<file path="config.mk">
export PLATFORM = sky130hd
export DESIGN_NAME = decode_stage
export DESIGN_NICKNAME = d
export VERILOG_FILES = /design/src/rtl/decode_stage.sv
export SDC_FILE = /design/constraint.sdc
export NUM_CORES = 1
export LEC_CHECK = 0
export BUFFER_PORTS_ARGS = -buffer_cell sky130_fd_sc_hd__buf_2
export CAP_MARGIN = 10
export CORE_ASPECT_RATIO = 0.8
export CORE_MARGIN = 4
export CORE_UTILIZATION = 50
export DETAILED_ROUTE_END_ITERATION = 7
export HOLD_SLACK_MARGIN = 0.08
export PLACE_DENSITY = 0.81
export RECOVER_POWER = 100
export SYNTH_ARGS = -nofsm -noshare
export SYNTH_HDL_FRONTEND = slang
export SYNTH_SLANG_ARGS = --single-unit
export TNS_END_PERCENT = 5
</file>
<file path="constraint.sdc">
create_clock -name clk -period 2.7 [get_ports clk]
set_input_delay 0.27 -clock clk [delete_from_list [all_inputs] [get_ports clk]]
set_output_delay 0.27 -clock clk [all_outputs]
set_load 0.01 [all_outputs]
</file>
<file path="src/rtl/decode_stage.sv">
// N-wide registered decode stage: fetch group in, uop group out to rename.
// Flags illegal lanes, squashes younger lanes and counts handed-off uops.
package decode_pkg;

  localparam int ARF_IDX = 5;

  typedef enum logic [1:0] {
    RS_INT  = 2'd0,
    RS_INTM = 2'd1,
    RS_MEM  = 2'd2,
    RS_BR   = 2'd3
  } rs_type_t;

  typedef enum logic [1:0] {
    FU_ALU = 2'd0,
    FU_MDU = 2'd1,
    FU_AGU = 2'd2,
    FU_BRU = 2'd3
  } fu_type_t;

  typedef enum logic [1:0] {
    OP1_RS1  = 2'd0,
    OP1_PC   = 2'd1,
    OP1_ZERO = 2'd2
  } op1_sel_t;

  typedef enum logic {
    OP2_RS2 = 1'b0,
    OP2_IMM = 1'b1
  } op2_sel_t;

  localparam logic [3:0] ALU_ADD = 4'b0000;
  localparam logic [3:0] ALU_SUB = 4'b1000;
  localparam logic [3:0] BR_JAL  = 4'b1000;
  localparam logic [3:0] BR_JALR = 4'b1001;

  localparam logic [6:0] OPC_LUI   = 7'b0110111;
  localparam logic [6:0] OPC_AUIPC = 7'b0010111;
  localparam logic [6:0] OPC_JAL   = 7'b1101111;
  localparam logic [6:0] OPC_JALR  = 7'b1100111;
  localparam logic [6:0] OPC_BR    = 7'b1100011;
  localparam logic [6:0] OPC_LD    = 7'b0000011;
  localparam logic [6:0] OPC_ST    = 7'b0100011;
  localparam logic [6:0] OPC_OPI   = 7'b0010011;
  localparam logic [6:0] OPC_OP    = 7'b0110011;

  typedef struct packed {
    logic               illegal;
    rs_type_t           rs_type;
    fu_type_t           fu_type;
    logic [3:0]         fu_opcode;
    op1_sel_t           op1_sel;
    op2_sel_t           op2_sel;
    logic [31:0]        imm;
    logic [ARF_IDX-1:0] rd;
    logic [ARF_IDX-1:0] rs1;
    logic [ARF_IDX-1:0] rs2;
  } uop_t;

endpackage

module decode_stage
  import decode_pkg::*;
#(
  parameter int DECODE_WIDTH = 2,
  parameter int EN_MDU       = 1,
  parameter int CNT_W        = 32
) (
  input  logic                                     clk,
  input  logic                                     rst_n,
  input  logic                                     flush,
  input  logic                                     in_valid,
  output logic                                     in_ready,
  input  logic [DECODE_WIDTH-1:0]                  in_lane_valid,
  input  logic [DECODE_WIDTH-1:0][31:0]            in_inst,
  input  logic [DECODE_WIDTH-1:0][31:0]            in_pc,
  output logic                                     out_valid,
  input  logic                                     out_ready,
  output logic [DECODE_WIDTH-1:0]                  out_lane_valid,
  output logic [DECODE_WIDTH-1:0]                  out_illegal,
  output logic [DECODE_WIDTH-1:0][31:0]            out_pc,
  output rs_type_t [DECODE_WIDTH-1:0]              out_rs_type,
  output fu_type_t [DECODE_WIDTH-1:0]              out_fu_type,
  output logic [DECODE_WIDTH-1:0][3:0]             out_fu_opcode,
  output op1_sel_t [DECODE_WIDTH-1:0]              out_op1_sel,
  output op2_sel_t [DECODE_WIDTH-1:0]              out_op2_sel,
  output logic [DECODE_WIDTH-1:0][31:0]            out_imm,
  output logic [DECODE_WIDTH-1:0][ARF_IDX-1:0]     out_rd,
  output logic [DECODE_WIDTH-1:0][ARF_IDX-1:0]     out_rs1,
  output logic [DECODE_WIDTH-1:0][ARF_IDX-1:0]     out_rs2,
  output logic [CNT_W-1:0]                         decoded_cnt
);

  localparam logic [CNT_W-1:0] CNT_MAX = '1;

  function automatic uop_t decode(input logic [31:0] inst);
    uop_t       u;
    logic       ill;
    logic       shift;
    logic [6:0] opc;
    logic [2:0] f3;
    logic [6:0] f7;
    logic [31:0] imm_i;
    logic [31:0] imm_s;
    logic [31:0] imm_b;
    logic [31:0] imm_u;
    logic [31:0] imm_j;
    u     = '0;
    ill   = 1'b0;
    shift = 1'b0;
    opc   = inst[6:0];
    f3    = inst[14:12];
    f7    = inst[31:25];
    imm_i = {{20{inst[31]}}, inst[31:20]};
    imm_s = {{20{inst[31]}}, inst[31:25], inst[11:7]};
    imm_b = {{19{inst[31]}}, inst[31], inst[7],
             inst[30:25], inst[11:8], 1'b0};
    imm_u = {inst[31:12], 12'b0};
    imm_j = {{11{inst[31]}}, inst[31], inst[19:12],
             inst[20], inst[30:21], 1'b0};
    unique case (1'b1)
      (opc == OPC_LUI), (opc == OPC_AUIPC): begin
        u.op1_sel = (opc == OPC_LUI) ? OP1_ZERO : OP1_PC;
        u.op2_sel = OP2_IMM;
        u.imm     = imm_u;
        u.rd      = inst[11:7];
      end
      (opc == OPC_JAL): begin
        u.rs_type   = RS_BR;
        u.fu_type   = FU_BRU;
        u.fu_opcode = BR_JAL;
        u.op1_sel   = OP1_PC;
        u.op2_sel   = OP2_IMM;
        u.imm       = imm_j;
        u.rd        = inst[11:7];
      end
      (opc == OPC_JALR): begin
        u.rs_type   = RS_BR;
        u.fu_type   = FU_BRU;
        u.fu_opcode = BR_JALR;
        u.op2_sel   = OP2_IMM;
        u.imm       = imm_i;
        u.rd        = inst[11:7];
        u.rs1       = inst[19:15];
      end
      (opc == OPC_BR): begin
        ill         = (f3[2:1] == 2'b01);
        u.rs_type   = RS_BR;
        u.fu_type   = FU_BRU;
        u.fu_opcode = {1'b0, f3};
        u.imm       = imm_b;
        u.rs1       = inst[19:15];
        u.rs2       = inst[24:20];
      end
      (opc == OPC_LD): begin
        ill         = (f3 == 3'b011) || (f3[2:1] == 2'b11);
        u.rs_type   = RS_MEM;
        u.fu_type   = FU_AGU;
        u.fu_opcode = {1'b0, f3};
        u.op2_sel   = OP2_IMM;
        u.imm       = imm_i;
        u.rd        = inst[11:7];
        u.rs1       = inst[19:15];
      end
      (opc == OPC_ST): begin
        ill         = (f3 > 3'b010);
        u.rs_type   = RS_MEM;
        u.fu_type   = FU_AGU;
        u.fu_opcode = {1'b1, f3};
        u.op2_sel   = OP2_IMM;
        u.imm       = imm_s;
        u.rs1       = inst[19:15];
        u.rs2       = inst[24:20];
      end
      (opc == OPC_OPI): begin
        shift = (f3[1:0] == 2'b01);
        if (shift) begin
          if (f3[2])
            ill = (f7 != 7'b0000000) && (f7 != 7'b0100000);
          else
            ill = (f7 != 7'b0000000);
        end
        u.fu_opcode = {shift & f3[2] & f7[5], f3};
        u.op2_sel   = OP2_IMM;
        u.imm       = imm_i;
        u.rd        = inst[11:7];
        u.rs1       = inst[19:15];
      end
      (opc == OPC_OP): begin
        if (f7 == 7'b0000001) begin
          ill         = (EN_MDU == 0);
          u.rs_type   = RS_INTM;
          u.fu_type   = FU_MDU;
          u.fu_opcode = {1'b0, f3};
        end else begin
          ill = (f7 != 7'b0000000) && (f7 != 7'b0100000);
          u.fu_opcode = {f7[5], f3};
        end
        u.rd  = inst[11:7];
        u.rs1 = inst[19:15];
        u.rs2 = inst[24:20];
      end
      default: ill = 1'b1;
    endcase
    if (ill) begin
      u         = '0;
      u.illegal = 1'b1;
    end
    return u;
  endfunction

  uop_t [DECODE_WIDTH-1:0]       uop_d;
  uop_t [DECODE_WIDTH-1:0]       uop_q;
  logic [DECODE_WIDTH-1:0]       lane_valid_d;
  logic [DECODE_WIDTH-1:0]       lane_valid_q;
  logic [DECODE_WIDTH-1:0][31:0] pc_d;
  logic [DECODE_WIDTH-1:0][31:0] pc_q;
  logic                          valid_q;
  logic                          load;
  logic [CNT_W-1:0]              cnt_q;
  logic [CNT_W:0]                pop;
  logic [CNT_W:0]                sum;

  assign in_ready = ~flush & (~valid_q | out_ready);
  assign load     = in_valid & in_ready;

  // decode each lane and kill lanes younger than the first illegal one
  always_comb begin
    logic older_ill;
    uop_t u;
    uop_d        = '0;
    lane_valid_d = '0;
    pc_d         = '0;
    older_ill    = 1'b0;
    for (int i = 0; i < DECODE_WIDTH; i++) begin
      u = decode(in_inst[i]);
      if (in_lane_valid[i] && !older_ill) begin
        uop_d[i]        = u;
        lane_valid_d[i] = 1'b1;
        pc_d[i]         = in_pc[i];
        older_ill       = u.illegal;
      end
    end
  end

  // output group register with load/hold/drain/flush
  always_ff @(posedge clk or negedge rst_n) begin
    if (!rst_n) begin
      valid_q      <= 1'b0;
      lane_valid_q <= '0;
      uop_q        <= '0;
      pc_q         <= '0;
    end else if (flush) begin
      valid_q      <= 1'b0;
      lane_valid_q <= '0;
    end else if (load) begin
      valid_q      <= 1'b1;
      lane_valid_q <= lane_valid_d;
      uop_q        <= uop_d;
      pc_q         <= pc_d;
    end else if (out_ready) begin
      valid_q <= 1'b0;
    end
  end

  // live-lane count of the group at the head
  always_comb begin
    pop = '0;
    for (int i = 0; i < DECODE_WIDTH; i++)
      pop = pop + (CNT_W+1)'(lane_valid_q[i]);
    sum = {1'b0, cnt_q} + pop;
  end

  // saturating count of uops consumed by rename
  always_ff @(posedge clk or negedge rst_n) begin
    if (!rst_n)
      cnt_q <= '0;
    else if (valid_q && out_ready && !flush)
      cnt_q <= (sum > {1'b0, CNT_MAX}) ? CNT_MAX
                                       : sum[CNT_W-1:0];
  end

  // unpack the registered group onto the per-field ports
  always_comb begin
    for (int i = 0; i < DECODE_WIDTH; i++) begin
      out_illegal[i]   = uop_q[i].illegal;
      out_rs_type[i]   = uop_q[i].rs_type;
      out_fu_type[i]   = uop_q[i].fu_type;
      out_fu_opcode[i] = uop_q[i].fu_opcode;
      out_op1_sel[i]   = uop_q[i].op1_sel;
      out_op2_sel[i]   = uop_q[i].op2_sel;
      out_imm[i]       = uop_q[i].imm;
      out_rd[i]        = uop_q[i].rd;
      out_rs1[i]       = uop_q[i].rs1;
      out_rs2[i]       = uop_q[i].rs2;
    end
  end

  assign out_valid      = valid_q;
  assign out_lane_valid = lane_valid_q;
  assign out_pc         = pc_q;
  assign decoded_cnt    = cnt_q;

endmodule
</file>
# Yosys cells after proc, flatten, opt, wreduce, memory -nomap -nowiden
# Index checks and enable logic that the tools add are counted.
op_classes:
  add_sub_neg: 2
  mux: 45
  eq_ne: 30
  order_cmp: 3
  n_reduce_logical: 34
  bitwise_logic: 9
op_table:
  columns: ["operator", "count"]
  rows:
  - ["$pmux W32 S5", 2]
  - ["$mux W59", 4]
  - ["$mux W32", 3]
  - ["$pmux W4 S6", 2]
  - ["$eq A7 B6 Y1 const B", 6]
  - ["$eq A7 B7 Y1 const B", 6]
  - ["$add A32 B2 Y33", 1]
  - ["$gt A33 B32 Y1 const B", 1]
  - ["$mux W5", 6]
  - ["$eq A7 B5 Y1 const B", 4]
  - ["$reduce_or A7 Y1", 4]
  - ["$pmux W4 S3", 2]
  - ["$reduce_or A3 Y1", 6]
  - ["$eq A7 B1 Y1 const B", 2]
  - ["$eq A7 B2 Y1 const B", 2]
  - ["$mux W1", 14]
  - ["$ne A7 B6 Y1 const B", 2]
  - ["$reduce_bool A7 Y1", 2]
  - ["$pmux W1 S6", 2]
  - ["$reduce_or A2 Y1", 6]
  - ["$reduce_or A6 Y1", 2]
  - ["$eq A2 B1 Y1 const B", 4]
  - ["$mux W2", 4]
  - ["$mux W4", 2]
  - ["other kinds (16)", 34]
word_totals:
  out_inout_bits: 218
  register_bits: 217

# Logic depth before layout (Yosys ltp)
logic_depth:
  word_depth: 12
  ltp_mapped: 8
  mapped_depth_nobuf: 7

# Worst setup path before layout
# OpenSTA, ideal clock, no wires.
synth_path:
  path_kind: "input-to-reg"
  start: "input port in_inst[26] in the netlist's numbering"
  end: "register uop_q, in the netlist out_fu_opcode[0]"
  stages: 7
  slack_ns: 0.357
  required_ns: 2.624
  setup_ns: 0.076
  t_arrival_ns: 2.267
  cell_sequence: "or4_1 -> or4_4 -> a2111oi_4 -> nand2_1 -> buf_2 -> buf_6 -> o21ai_1"
synth_between:
  elab_chain_len: 7
synth_lines:
  columns: ["element", "line", "rtl"]
  rows:
  - ["start, declared", "75", "input logic [DECODE_WIDTH-1:0][31:0] in_inst,"]
  - ["$ne A7 B6 Y1 or $reduce_bool A7 Y1 (tied branches)", "179, 196, 181", null]
  - ["$logic_and A1 B1 Y1", "179, 196", null]
  - ["$mux W1", "178", "if (f3[2])"]
  - ["$mux W1", "177", "if (shift) begin"]
  - ["$pmux W1 S6 *", "121", "unique case (1'b1)"]
  - ["$mux W59 *", "205", "if (ill) begin"]
  - ["$mux W59 *", "237", "if (in_lane_valid[i] && !older_ill) begin"]
  - ["end signal, assigned", "259", "uop_q <= uop_d;"]
  - ["end, declared", "213", "uop_t [DECODE_WIDTH-1:0] uop_q;"]
# Every way passes the cells marked *; elsewhere a longest branch is shown, timed or not.
# A chain may end at the register's enable or synchronous reset.

# Worst setup path in the final report
layout_path:
  start: "input port in_inst[60] in the netlist's numbering"
  end: "register uop_q, in the netlist out_imm[34]"
# The elaborated chain is that of the path after synthesis.

==> impl_metrics.toml <==
[status]
status = "finished with violations"
violations = "max-capacitance violations, max-slew violations"

[critical_path]
path_cells = "dlygate4sd3_1 -> clkbuf_1 -> nor4_1 -> nand4b_1 -> a22oi_1 -> o211ai_1 -> buf_2 -> o41ai_1"
r2r-end = "decoded_cnt[11]$_DFFE_PN0P_"
endpoint_kind = "flip-flop"
crit_start = "in_inst[60]"
arrival_ps = 2900
worst_setup_path_start_kind = "input pin"
reg2reg_setup_slack_ps = 440
timing.rr.start = "decoded_cnt[6]$_DFFE_PN0P_"
required_ps = 3080
slowest_stage = "nor4_1"
critPathMaxFanout = 31
crit_buf_inv = 3
worstSetupPathType = "input pin to flip-flop"
rr_worst_depth = 6
worstSetupPathDepth = 8
cpPeakStageDelay_ps = 580
cpLargestDelayFamily = "buffers and inverters"
crit_end = "out_imm[34]$_DFFE_PN0P_"

[worst_hold_path]
hold_depth = 3
hold_path.class = "input pin to flip-flop"

[grt]
gr-usage-met1 = 0.407
grt_use_met3 = 0.0592
grt_max_degree = 179
grt_pass1_wl_um = 53900
grt_pass1_vias = 10133
gr-total-overflow = 0
antenna_found_initial = 4
grt_use_met2 = 0.493
grt_busiest_layer = "met2"
grt_use_total = 0.305

[finish]
fin_nets = 1621
syn_to_final_growth_pct = 37.9
drive_above_1_share = 0.146

[routing]
routed_wl_um = 34900
drc_errors = 0
detail-route-antenna-nets = 0
vias = 10317
wl_per_cell_um = 19.8
via_per_inst = 5.86
drt_iter0_drc = 1078
first_pass_iters = 5

[timing]
timing.hold.ws_ps = 102
tightest_slew_ps = 1930
fin_skew_ps = 7.73
layout_setup_ws_ps = 175
finalCriticalPeriod_ps = 2530
finalSetupViolations = 0
fmax_mhz = 396
drv_slew = 82
period_share = 0.935
slew_headroom = -0.288
hold_viol_final = 0

[clock_tree]
cts_sinks = 213
cts_root_buf = "clkbuf_16"
cts_tree = "yes"
cts_buffers = 22
clk_latency_ps = 500
clockBufferDepth = 3
htreeDepth = 1
cts.clk_slew.worst_paths_ps = 60

[logic_synthesis]
synth_top_cells_by_area = "dfrtp_1 (55%), nand2_1 (11%), o31ai_1 (3.7%)"
synth_area_um2 = 9740
synth_edf_count = 0
async_reset_ff_frac = 1.00
yosysTopAreaCell = "dfrtp_1"
synth_common_cells = "nand2_1 (275), dfrtp_1 (213), clkbuf_1 (58)"
synth.distinct_cells = 63
ys.flop_type = "dfrtp_1"
yosysTopAreaCellShare = 0.547
syn-num-nets = 1171
avgSynthCellArea_um2 = 9.42
yosysMostFrequentCell = "nand2_1"
ys_warn_count = 0
seq_area_frac_synth = 0.547
netlist_instances = 1034
synth_seq_cells = 213

[placement]
io_buffers = 352
dpl_worst_slack_ps = -84.1
gp_congestion = 0.958
dp_hpwl_um = 22400

[pwr]
total_leakage_power_nw = 6.13
p_seq_frac = 0.464
p_per_area_nw_per_um2 = 548
p_switching_mw = 1.90
pwr-share-comb = 0.126
power_frac_clock = 0.411
internal_power_mw = 5.46
swShare = 0.258
ir_worst_vdd_v = 0.000364

[floorplanning]
row_count = 45
die_height_um = 133
floorplan.die_area_um2 = 21800
fp.coreArea_um2 = 19000
num_io_pins = 353
dieWidth_um = 164
start_util = 0.512

[job]
cap_violations = 1
==> cells by family (layout without fill, tap and decap cells) <==
family / count (synthesis) / after routing / synth area share
buf+inv: 86 / 550 / 0.0367
compound gates: 264 / 265 / 0.181
other cells: 0 / 4 / 0
xor+xnor: 16 / 16 / 0.0144
fa+ha+maj: 2 / 2 / 0.00334
flops: 213 / 213 / 0.547
simple gates: 444 / 444 / 0.207
mux: 9 / 9 / 0.0101
==> per-layer routing <==
metal,part of all wire,vias to the layer above
met5,0,-
met4,0.044,0
li1,-,4561
met2,0.48,641
met1,0.39,5001
met3,0.091,114
==> repair_timing <==
| action | CTS | global route |
|---|---|---|
| endpoints found under the hold margin | 196 | 0 |
| gates resized for setup | 0 | 2 |
| setup buffers | 0 | 0 |
| hold buffers | 110 | 0 |
| endpoints found under the setup margin | 0 | 44 |
==> sequential cells by signal, summed over array words and instances, names as in the netlist, 4 cells and up <==
name / flops
decoded_cnt: 32
out_fu_opcode: 8
out_imm: 64
out_op1_sel: 4
out_pc: 64
out_rd: 10
out_rs1: 10
out_rs2: 10
out_rs_type: 4
==> layout make-up <==
cell class,count,area [um^2]
multi-input cells,736,4080
repair buffers,498,2920
well taps,258,323
inverters,13,48.8
flip-flops and latches,213,5330
clock inverters,5,25.0
clock buffers,34,697
fillers,1483,5600
diodes,4,10.0
==> stage by stage <==
stage / TNS, ps / cell area [um^2] / utilization / power [mW] / instances
global placement: -905 / 11900 / 0.625 / 4.24 / 1607
finish: 0 / 13400 / 0.706 / 7.36 / 1761
floorplan: 0 / 9740 / - / 3.80 / 1034
global route: -143 / 13400 / 0.706 / 7.63 / 1761
CTS: 0 / 13700 / 0.721 / 7.39 / 1756
detailed placement: -1980 / 11900 / 0.625 / 4.26 / 1607
==> cells in the final DEF (no fill, tap or decap), types with 5 or more instances in the layout <==
cell type,netlist,final
nand3_1,48,48
xnor2_1,6,6
nand4_1,12,12
nor2_1,32,32
a22oi_1,9,9
clkbuf_16,0,23
o31ai_1,48,48
nor2b_1,5,5
dlygate4sd3_1,0,110
nand2b_1,10,10
clkbuf_8,0,8
o21ai_0,14,67
clkbuf_1,58,223
buf_12,0,5
a22o_1,33,33
inv_1,13,13
a31oi_1,9,9
nor4_1,6,6
mux2_2,7,7
clkinv_2,0,5
nor3_1,8,8
dfrtp_1,213,213
xor2_1,10,10
buf_2,10,134
a21oi_1,55,53
and3_1,8,8
o41ai_1,10,10
nand2_1,275,275
buf_4,4,26
==> tightest hold or removal path, delay by kind of cell <==
kind                   cells  cell delay, ps
buffers and inverters      1             140
AO/OA/AOI/OAI              1              70
AND/OR/NAND/NOR            1              80
==> power by group through the flow <==
stage          Clock, mW  Combinational (mW)  Sequential [mW]
2_1_floorplan          0               0.289             3.51
3_3_place_gp           0               0.787             3.45
3_5_place_dp           0               0.806             3.45
4_1_cts             3.06               0.932             3.40
5_1_grt             3.20                1.00             3.43
6_report            3.02               0.924             3.41
==> how the worst min path moves through the flow <==
stage          slack, ps        start                          end
2_1_floorplan        -30        rst_n   decoded_cnt[0]$_DFFE_PN0P_
3_3_place_gp         320        rst_n  decoded_cnt[31]$_DFFE_PN0P_
3_5_place_dp         320        rst_n  decoded_cnt[31]$_DFFE_PN0P_
4_1_cts               80  in_inst[62]      out_imm[42]$_DFFE_PN0P_
5_1_grt               90  in_inst[62]      out_imm[42]$_DFFE_PN0P_
6_report             100  in_inst[62]      out_imm[42]$_DFFE_PN0P_
Power figures use the tool's default switching activity.
